===== src/rtl/cnn_pkg.sv =====
// Shared CNN constants and types, used by fully_connected and argmax_result.
// ARGMAX_MARGIN_EN additionally enables the saturating margin helper.
package cnn_pkg;

  localparam int NUM_CLS = 10;
  localparam int CLS_W   = 4;
  localparam int LOGIT_W = 32;
  localparam int FCNT_W  = 16;

  typedef logic signed [LOGIT_W-1:0] logit_t;
  typedef logic [CLS_W-1:0]          cls_t;

  typedef enum logic {
    ST_IDLE,
    ST_ACC
  } frame_state_t;

`ifdef ARGMAX_MARGIN_EN
  // hi >= lo always holds, so the extended difference is read as unsigned
  function automatic logic [LOGIT_W-1:0] sat_margin(input logit_t hi, input logit_t lo);
    logic [LOGIT_W:0] diff;
    diff = {hi[LOGIT_W-1], hi} - {lo[LOGIT_W-1], lo};
    sat_margin = diff[LOGIT_W] ? '1 : diff[LOGIT_W-1:0];
  endfunction
`endif

endpackage


===== src/rtl/argmax_result_if.sv =====
// Logit-beat input stream and valid/ready result port of argmax_result.
// ARGMAX_MARGIN_EN adds res_margin to the result port.
interface argmax_result_if;
  import cnn_pkg::*;

  logic   in_valid;
  cls_t   in_cls;
  logit_t in_logit;
  logic   in_last;
  logic   res_valid;
  logic   res_ready;
  cls_t   res_cls;
  logit_t res_logit;
  logic   res_err;
`ifdef ARGMAX_MARGIN_EN
  logic [LOGIT_W-1:0] res_margin;

  modport master (
    output in_valid, in_cls, in_logit, in_last, res_ready,
    input  res_valid, res_cls, res_logit, res_err, res_margin
  );
  modport slave (
    input  in_valid, in_cls, in_logit, in_last, res_ready,
    output res_valid, res_cls, res_logit, res_err, res_margin
  );
`else
  modport master (
    output in_valid, in_cls, in_logit, in_last, res_ready,
    input  res_valid, res_cls, res_logit, res_err
  );
  modport slave (
    input  in_valid, in_cls, in_logit, in_last, res_ready,
    output res_valid, res_cls, res_logit, res_err
  );
`endif

endinterface


===== src/rtl/argmax_cmp.sv =====
// Per-beat signed compare/update of the running (max, cls) and, with
// ARGMAX_MARGIN_EN, the second-highest logit. Ties keep the earlier class.
module argmax_cmp
  import cnn_pkg::*;
(
  input  logic   first,
  input  logit_t in_logit,
  input  cls_t   in_cls,
  input  logit_t max_val,
  input  cls_t   max_cls,
`ifdef ARGMAX_MARGIN_EN
  input  logit_t sec_val,
  input  logic   sec_vld,
  output logit_t nxt_sec_val,
  output logic   nxt_sec_vld,
`endif
  output logit_t nxt_max_val,
  output cls_t   nxt_max_cls
);

  logic take;

  assign take = first || (in_logit > max_val);

  always_comb begin
    nxt_max_val = take ? in_logit : max_val;
    nxt_max_cls = take ? in_cls   : max_cls;
  end

`ifdef ARGMAX_MARGIN_EN
  // A logit equal to the max lands in the second slot, giving a zero margin
  always_comb begin
    nxt_sec_val = sec_val;
    nxt_sec_vld = sec_vld;
    if (first) begin
      nxt_sec_val = '0;
      nxt_sec_vld = 1'b0;
    end else if (take) begin
      nxt_sec_val = max_val;
      nxt_sec_vld = 1'b1;
    end else if (!sec_vld || (in_logit > sec_val)) begin
      nxt_sec_val = in_logit;
      nxt_sec_vld = 1'b1;
    end
  end
`endif

endmodule


===== src/rtl/argmax_result.sv =====
// Argmax over one frame of NUM_CLS logits with integrity check, frame counter
// and a valid/ready result port. ARGMAX_MARGIN_EN adds res_margin.
module argmax_result
  import cnn_pkg::*;
(
  input  logic              clk,
  input  logic              rst_n,
  argmax_result_if.slave    bus,
  output logic              overrun,
  output logic [FCNT_W-1:0] frame_cnt
);

  frame_state_t state, state_nxt;
  logic beat, done, first, beat_err;

  cls_t   beat_cnt;
  logic   err_acc;
  logit_t max_val, nxt_max_val;
  cls_t   max_cls, nxt_max_cls;

  logic   res_valid;
  cls_t   res_cls;
  logit_t res_logit;
  logic   res_err;

`ifdef ARGMAX_MARGIN_EN
  logit_t sec_val, nxt_sec_val;
  logic   sec_vld, nxt_sec_vld;
  logic [LOGIT_W-1:0] res_margin;
`endif

  always_ff @(posedge clk) begin
    if (rst_n) state <= ST_IDLE;
    else       state <= state_nxt;
  end

  always_comb begin
    state_nxt = state;
    case (state)
      ST_IDLE: if (bus.in_valid && !bus.in_last) state_nxt = ST_ACC;
      ST_ACC:  if (bus.in_valid && bus.in_last)  state_nxt = ST_IDLE;
      default: state_nxt = ST_IDLE;
    endcase
  end

  always_comb begin
    beat  = bus.in_valid;
    done  = bus.in_valid && bus.in_last;
    first = bus.in_valid && (state == ST_IDLE);
  end

  // beat_cnt == NUM_CLS means the frame has already overflowed
  always_comb begin
    beat_err = (bus.in_cls != beat_cnt)
            || (beat_cnt == CLS_W'(NUM_CLS))
            || (bus.in_last && (beat_cnt != CLS_W'(NUM_CLS - 1)));
  end

  argmax_cmp u_cmp (
    .first       (first),
    .in_logit    (bus.in_logit),
    .in_cls      (bus.in_cls),
    .max_val     (max_val),
    .max_cls     (max_cls),
`ifdef ARGMAX_MARGIN_EN
    .sec_val     (sec_val),
    .sec_vld     (sec_vld),
    .nxt_sec_val (nxt_sec_val),
    .nxt_sec_vld (nxt_sec_vld),
`endif
    .nxt_max_val (nxt_max_val),
    .nxt_max_cls (nxt_max_cls)
  );

  always_ff @(posedge clk) begin
    if (rst_n || done) begin
      beat_cnt <= '0;
      err_acc  <= 1'b0;
      max_val  <= '0;
      max_cls  <= '0;
`ifdef ARGMAX_MARGIN_EN
      sec_val  <= '0;
      sec_vld  <= 1'b0;
`endif
    end else if (beat) begin
      beat_cnt <= (beat_cnt == CLS_W'(NUM_CLS)) ? beat_cnt : beat_cnt + 1'b1;
      err_acc  <= err_acc | beat_err;
      max_val  <= nxt_max_val;
      max_cls  <= nxt_max_cls;
`ifdef ARGMAX_MARGIN_EN
      sec_val  <= nxt_sec_val;
      sec_vld  <= nxt_sec_vld;
`endif
    end
  end

  // A completion always wins over a same-cycle transfer, keeping res_valid high
  always_ff @(posedge clk) begin
    if (rst_n) begin
      res_valid  <= 1'b0;
      res_cls    <= '0;
      res_logit  <= '0;
      res_err    <= 1'b0;
      overrun    <= 1'b0;
      frame_cnt  <= '0;
`ifdef ARGMAX_MARGIN_EN
      res_margin <= '0;
`endif
    end else if (done) begin
      res_valid  <= 1'b1;
      res_cls    <= nxt_max_cls;
      res_logit  <= nxt_max_val;
      res_err    <= err_acc | beat_err;
      frame_cnt  <= frame_cnt + 1'b1;
      if (res_valid && !bus.res_ready) overrun <= 1'b1;
`ifdef ARGMAX_MARGIN_EN
      res_margin <= sat_margin(nxt_max_val, nxt_sec_vld ? nxt_sec_val : nxt_max_val);
`endif
    end else if (res_valid && bus.res_ready) begin
      res_valid  <= 1'b0;
    end
  end

  assign bus.res_valid  = res_valid;
  assign bus.res_cls    = res_cls;
  assign bus.res_logit  = res_logit;
  assign bus.res_err    = res_err;
`ifdef ARGMAX_MARGIN_EN
  assign bus.res_margin = res_margin;
`endif

endmodule


===== src/flat_wrapper.sv =====
// flat-port wrapper written by rule: the top's interface ports become plain ports
module argmax_result_flat import cnn_pkg::*;
  (clk, rst_n, overrun, frame_cnt, bus_in_valid, bus_in_cls, bus_in_logit, bus_in_last, bus_res_ready, bus_res_valid, bus_res_cls, bus_res_logit, bus_res_err);
  argmax_result_if bus_i ();
  input  logic clk;
  input  logic rst_n;
  output logic overrun;
  output logic [FCNT_W-1:0] frame_cnt;
  input wire logic [$bits(bus_i.in_valid)-1:0] bus_in_valid;
  input wire logic [$bits(bus_i.in_cls)-1:0] bus_in_cls;
  input wire logic [$bits(bus_i.in_logit)-1:0] bus_in_logit;
  input wire logic [$bits(bus_i.in_last)-1:0] bus_in_last;
  input wire logic [$bits(bus_i.res_ready)-1:0] bus_res_ready;
  output wire logic [$bits(bus_i.res_valid)-1:0] bus_res_valid;
  output wire logic [$bits(bus_i.res_cls)-1:0] bus_res_cls;
  output wire logic [$bits(bus_i.res_logit)-1:0] bus_res_logit;
  output wire logic [$bits(bus_i.res_err)-1:0] bus_res_err;
  assign bus_i.in_valid = bus_in_valid;
  assign bus_i.in_cls = bus_in_cls;
  assign bus_i.in_logit = bus_in_logit;
  assign bus_i.in_last = bus_in_last;
  assign bus_i.res_ready = bus_res_ready;
  assign bus_res_valid = bus_i.res_valid;
  assign bus_res_cls = bus_i.res_cls;
  assign bus_res_logit = bus_i.res_logit;
  assign bus_res_err = bus_i.res_err;
  argmax_result u_core (.clk(clk), .rst_n(rst_n), .bus(bus_i), .overrun(overrun), .frame_cnt(frame_cnt));
endmodule

===== config.mk =====
export PLATFORM = sky130hd
export DESIGN_NAME = argmax_result_flat
export DESIGN_NICKNAME = d
export VERILOG_FILES = /design/src/rtl/cnn_pkg.sv /design/src/rtl/argmax_result_if.sv /design/src/rtl/argmax_cmp.sv /design/src/rtl/argmax_result.sv /design/src/flat_wrapper.sv
export SDC_FILE = /design/constraint.sdc
export NUM_CORES = 1
export LEC_CHECK = 0
export BUFFER_PORTS_ARGS = -buffer_cell sky130_fd_sc_hd__buf_2
export CORE_MARGIN = 2
export CORE_UTILIZATION = 56
export CTS_CLUSTER_SIZE = 24
export DETAILED_ROUTE_END_ITERATION = 8
export GPL_TIMING_DRIVEN = 0
export PLACE_DENSITY = 0.9
export REMOVE_ABC_BUFFERS = 1
export SYNTH_ARGS = -nofsm -noshare
export SYNTH_HDL_FRONTEND = slang
export SYNTH_HIERARCHICAL = 1
export SYNTH_SLANG_ARGS = --single-unit
export TNS_END_PERCENT = 5

===== constraint.sdc =====
create_clock -name clk -period 3.35 [get_ports clk]
set_clock_uncertainty 0.1 [all_clocks]
set_input_delay 0.1675 -clock clk [delete_from_list [all_inputs] [get_ports clk]]
set_output_delay 0.1675 -clock clk [all_outputs]
set_load 0.01 [all_outputs]

==> Word level (Yosys, flattened, before mapping) <==
Cells that the tools add are included.
{ "word_totals": {"elab_cells": 42, "in_bits": 41, "out_inout_bits": 55, "regBits": 97} }
{ "op_classes": {"n_lt_le_gt_ge": 1, "reduce_logical": 15, "add_sub_neg": 2, "mux": 7, "n_bitwise": 3, "eq_ne": 3} }
{ "ops": {"columns": ["op", "count"], "rows": [
  ["32-bit greater-than comparator", 1],
  ["32-bit two-way mux", 1],
  ["16-bit by 1-bit adder with 16-bit output (second input constant)", 1],
  ["1-bit logical AND", 6],
  ["4-bit by 1-bit adder with 4-bit output (second input constant)", 1],
  ["4-bit equality test (second input constant)", 1],
  ["1-bit logical OR", 4],
  ["1-bit two-way mux", 4],
  ["4-bit two-way mux", 1],
  ["4-bit inequality test", 1],
  ["4-bit inequality test (second input constant)", 1],
  ["2-bit AND reduction", 2],
  ["1-bit zero test", 2],
  ["1-bit NOT", 2],
  ["1-bit one-hot mux with 2 select lines", 1],
  ["2-bit nonzero test", 1],
  ["1-bit OR", 1]
]} }

==> Depth between registers and ports, before layout <==
{ "depth": {"word_depth": 4, "depth_mapped": 12, "depth_no_buf": 10} }

==> By module <==
The synthesis kept the hierarchy.
{ "modules_own_cells": {"columns": ["mod", "instances", "cells_per_inst", "seq_area_each_um2", "area_per_inst_um2"], "rows": [
  ["argmax_result", 1, 411, 1941.9, 3698.5],
  ["argmax_cmp", 1, 156, 0.0, 1406.3]
]} }

==> Worst setup path after synthesis <==
Ideal clock, no wire load.
{ "synth_timing": {"kind": "register -> register", "start": "reg u_core.max_val[29]", "end": "reg u_core.max_val[10]", "required_ps": 3122, "setup_time_ps": 128, "stages_incl_launch_ff": 13, "period_less_slack_ps": 2676, "n_path_buf": 2, "path_slack_ps": 674, "t_arrival_ps": 2448, "cell_sequence": "dfxtp_1 > inv_1 > ha_1 > a21o_1 > a21oi_1 > or4b_1 > nor4_1 > o22a_2 > buf_6 > buf_12 > mux2_4 > mux2i_1 > nor2_1"} }
{ "synth_between": {"elab_chain_cells": 3} }
{ "synth_lines": {"columns": ["item", "line", "rtl"], "rows": [
  ["start: declaration", "argmax_result.sv:18", "logit_t max_val, nxt_max_val;"],
  ["start signal: assignment", "argmax_result.sv:88", "max_val <= nxt_max_val;"],
  ["32-bit greater-than comparator", "argmax_cmp.sv:23", "assign take = first || (in_logit > max_val);"],
  ["1-bit logical OR", "argmax_cmp.sv:23", null],
  ["32-bit two-way mux", "argmax_cmp.sv:26", "nxt_max_val = take ? in_logit : max_val;"],
  ["via u_core.nxt_max_val[10]", "argmax_result.sv:18", null]
]} }
The timed path passes the listed nets, and every way through them passes these cells.
A chain may end at the register's enable or synchronous reset.

==> Final worst setup path <==
{ "layout_timing": {"start": "reg u_core.max_val[14]", "end": "reg u_core.max_val[2]"} }
Same word-level chain as after synthesis.

==> metrics.yaml <==
hold_class: "in -> reg"
cts_buffer_depth: 2
antenna_found_initial: 0
ir_worst_vdd_v: 0.000249
crit_path_max_fanout: 36
cp-end-kind: "flop"
synth_top_family_by_area: "multiplexers"
fin_crit_sh: 0.968
cts.clk_slew.worst_paths_ns: 0.09
status: "complete, no violations"
pwr-share-comb: 0.180
startpoint_type: "flop"
die_h_um: 99.5
p_int_mw: 1.87
grt_pass1_vias: 4185
synth_area_sq_mm: 0.00510
finalSetupViolCount: 0
max_slew_margin: 0.240
placed_cells: 741
num_io_pins: 96
p_per_area_mw_per_mm2: 437
clock_latency_ns: 0.35
cts_root_buf: "clkbuf_8"
dp_hpwl_mm: 7.76
rows: 34
synth.area.top_cells: "dfxtp_1 38%, ha_1 8.8%, mux2_4 8.8%"
synth-compound-area-share: 0.0804
grt_max_degree: 61
avgSynthCellArea_sq_um: 9.00
overflow: 0
wirelength_mm: 11.4
synth_fa_ha_area_frac: 0.0882
yosys.area_share.simple: 0.179
h-tree-depth: 3
p_clk_frac: 0.336
start_util: 0.583
worst_pin_slew_ns: 1.14
maxCapViolCount: 0
switching_share: 0.271
num_vias: 4211
antenna_cells: 0
firstDrtPassIters: 4
finalNetCount: 722
crit_type: "reg -> reg"
synth_top_area_cell: "dfxtp_1"
arrival_ns: 3.35
instances_no_fill: 758
final_common_cell: "dfxtp_1"
clock-sinks: 97
fmax_ghz: 0.308
cts_tree: "yes"
grt_pass1_wl_mm: 18.8
viasPerCell: 5.56
whs_path_depth: 4
final_cell_mix: "97 x dfxtp_1, 94 x buf_2, 88 x nand2_1"
hold_viol: 0
ys_seq_elements: 97
synthDistinctLibCells: 47
drive_above_1_share: 0.252
worst_r2r_path_depth: 10
muxShareOfSynthArea: 0.181
period_needed_ns: 3.24
postSynthCellCount: 567
power_mw: 2.56
track_usage: 0.231
core_area_sq_mm: 0.00876
die_area_sq_mm: 0.00990
synth_seq_area_share: 0.380
drtAntennaViolNets: 0
drt_iter0_drc: 113
syn_to_final_growth_pct: 14.8
dieWidth_um: 99.5
yosysWarnings: 6
gp_congestion: 0.887
synth-xor-area-share: 0.0275
drc: 0
seqPwrFrac: 0.485
rsz0062_at_grt: "true"
synth_top_cell_area_share: 0.380
p_switching_mw: 0.694
numCtsBuffers: 9
leakagePower_nw: 2.64
portBuffers: 95
cp_data_required_time_ns: 3.45
nFillCells: 720
wl_per_cell_um: 15.0
report.final.slew_viol_count: 0
what timing repair did:
item                                   in CTS  in global routing
pin swaps                                   0                  1
setup endpoints to repair                  72                 63
gates cloned                                0                  0
hold buffers                                1                  0
buffers inserted                            0                  0
resized for setup                           2                  7
endpoints found under the hold margin       1                  0
worst max-delay path, cell delays in order, from the launching register on:
cell and delay (ns):
dfxtp_1 0.37, inv_1 0.05, ha_1 0.32, nand4_1 0.23
nor2_1 0.08, a221o_1 0.33, a211oi_2 0.29, o22a_4 0.70
mux2_2 0.42, mux2i_1 0.13, nor2_1 0.05
synth_stat cells (all sizes together):
| library cell | count |
|---|---|
| a2111oi | 1 |
| a211oi | 2 |
| a21o | 5 |
| a21oi | 52 |
| a221o | 1 |
| a311oi | 1 |
| a31oi | 1 |
| a32oi | 1 |
| and2 | 1 |
| and3 | 1 |
| and3b | 1 |
| and4 | 1 |
| buf | 12 |
| clkbuf | 18 |
| dfxtp | 97 |
| ha | 36 |
| inv | 39 |
| mux2 | 40 |
| mux2i | 36 |
| nand2 | 88 |
| nand2b | 3 |
| nand3 | 11 |
| nand3b | 1 |
| nand4 | 10 |
| nand4b | 1 |
| nor2 | 63 |
| nor2b | 5 |
| nor3 | 4 |
| nor3b | 1 |
| nor4 | 7 |
| o21a | 1 |
| o21ai | 3 |
| o21ba | 1 |
| o22a | 1 |
| o22ai | 2 |
| or3 | 1 |
| or4 | 1 |
| or4b | 1 |
| xnor2 | 8 |
| xor2 | 8 |
routing by layer:
metal  vias up  track usage  wire length [um]
met4         0       0.0558               146
met5         -            0                 0
met2        97        0.422              5730
met3        14       0.0506               494
li1       2067            -                 -
met1      2033        0.275              5030
path summary, 6_finish.rpt:
path                         endpoint  slack (ns)                     start
min                u_core/max_val[13]        0.11          bus_in_logit[13]
min reg2reg  u_core/bus.res_logit[21]        0.35  u_core/bus.res_logit[21]
max reg2reg         u_core/max_val[2]        0.11        u_core/max_val[14]
max                 u_core/max_val[2]        0.11        u_core/max_val[14]
final cells by class:
type | instances | area, sq um | area share
clock inverters | 6 | 90.1 | 0.0154
flip-flops and latches | 97 | 1940 | 0.331
multi-input cells | 401 | 2890 | 0.494
repair buffers | 97 | 515 | 0.0880
clock buffers | 10 | 138 | 0.0235
inverters | 39 | 146 | 0.0250
well taps | 108 | 135 | 0.0231
logic make-up (layout without fill, tap and decap cells):
logic type | Yosys count | after routing
AOI/OAI and AO/OA | 72 | 72
xor gates and xnor gates | 16 | 16
adders and majority gates | 36 | 36
buffers and inverters | 69 | 152
DFF | 97 | 97
muxes | 76 | 76
and+or+nand+nor | 201 | 201
registers in the layout (all words and copies together), names as in the netlist, named ones only:
name / cells
u_core/overrun: 1
u_core/max_val: 32
u_core/bus.res_logit: 32
u_core/beat_cnt: 4
u_core/bus.res_err: 1
u_core/max_cls: 4
u_core/bus.res_cls: 4
u_core/err_acc: 1
u_core/bus.res_valid: 1
u_core/frame_cnt: 16
power by group through the flow:
stage	combinational, mW	clock, mW	sequential [mW]
5_1_grt	0.509	0.918	1.25
4_1_cts	0.454	0.878	1.24
3_5_place_dp	0.449	0	1.27
2_1_floorplan	0.286	0	1.27
6_report	0.460	0.860	1.24
3_3_place_gp	0.426	0	1.26
per-stage QoR:
stage | setup TNS [ns] | utilization | area, sq um | worst slack [ns] | hold slack [ns]
2_1_floorplan | 0 | - | 4930 | 0.199 | 0.137
5_1_grt | -0.144 | 0.669 | 5860 | -0.0375 | 0.107
3_3_place_gp | -62.47 | 0.632 | 5540 | -1.35 | 0.340
4_1_cts | 0 | 0.664 | 5820 | 0.00504 | 0.0997
3_5_place_dp | -23.74 | 0.636 | 5570 | -0.394 | 0.345
6_report | 0 | 0.669 | 5860 | 0.108 | 0.114
No activity file was read; power rests on OpenSTA's default activity.
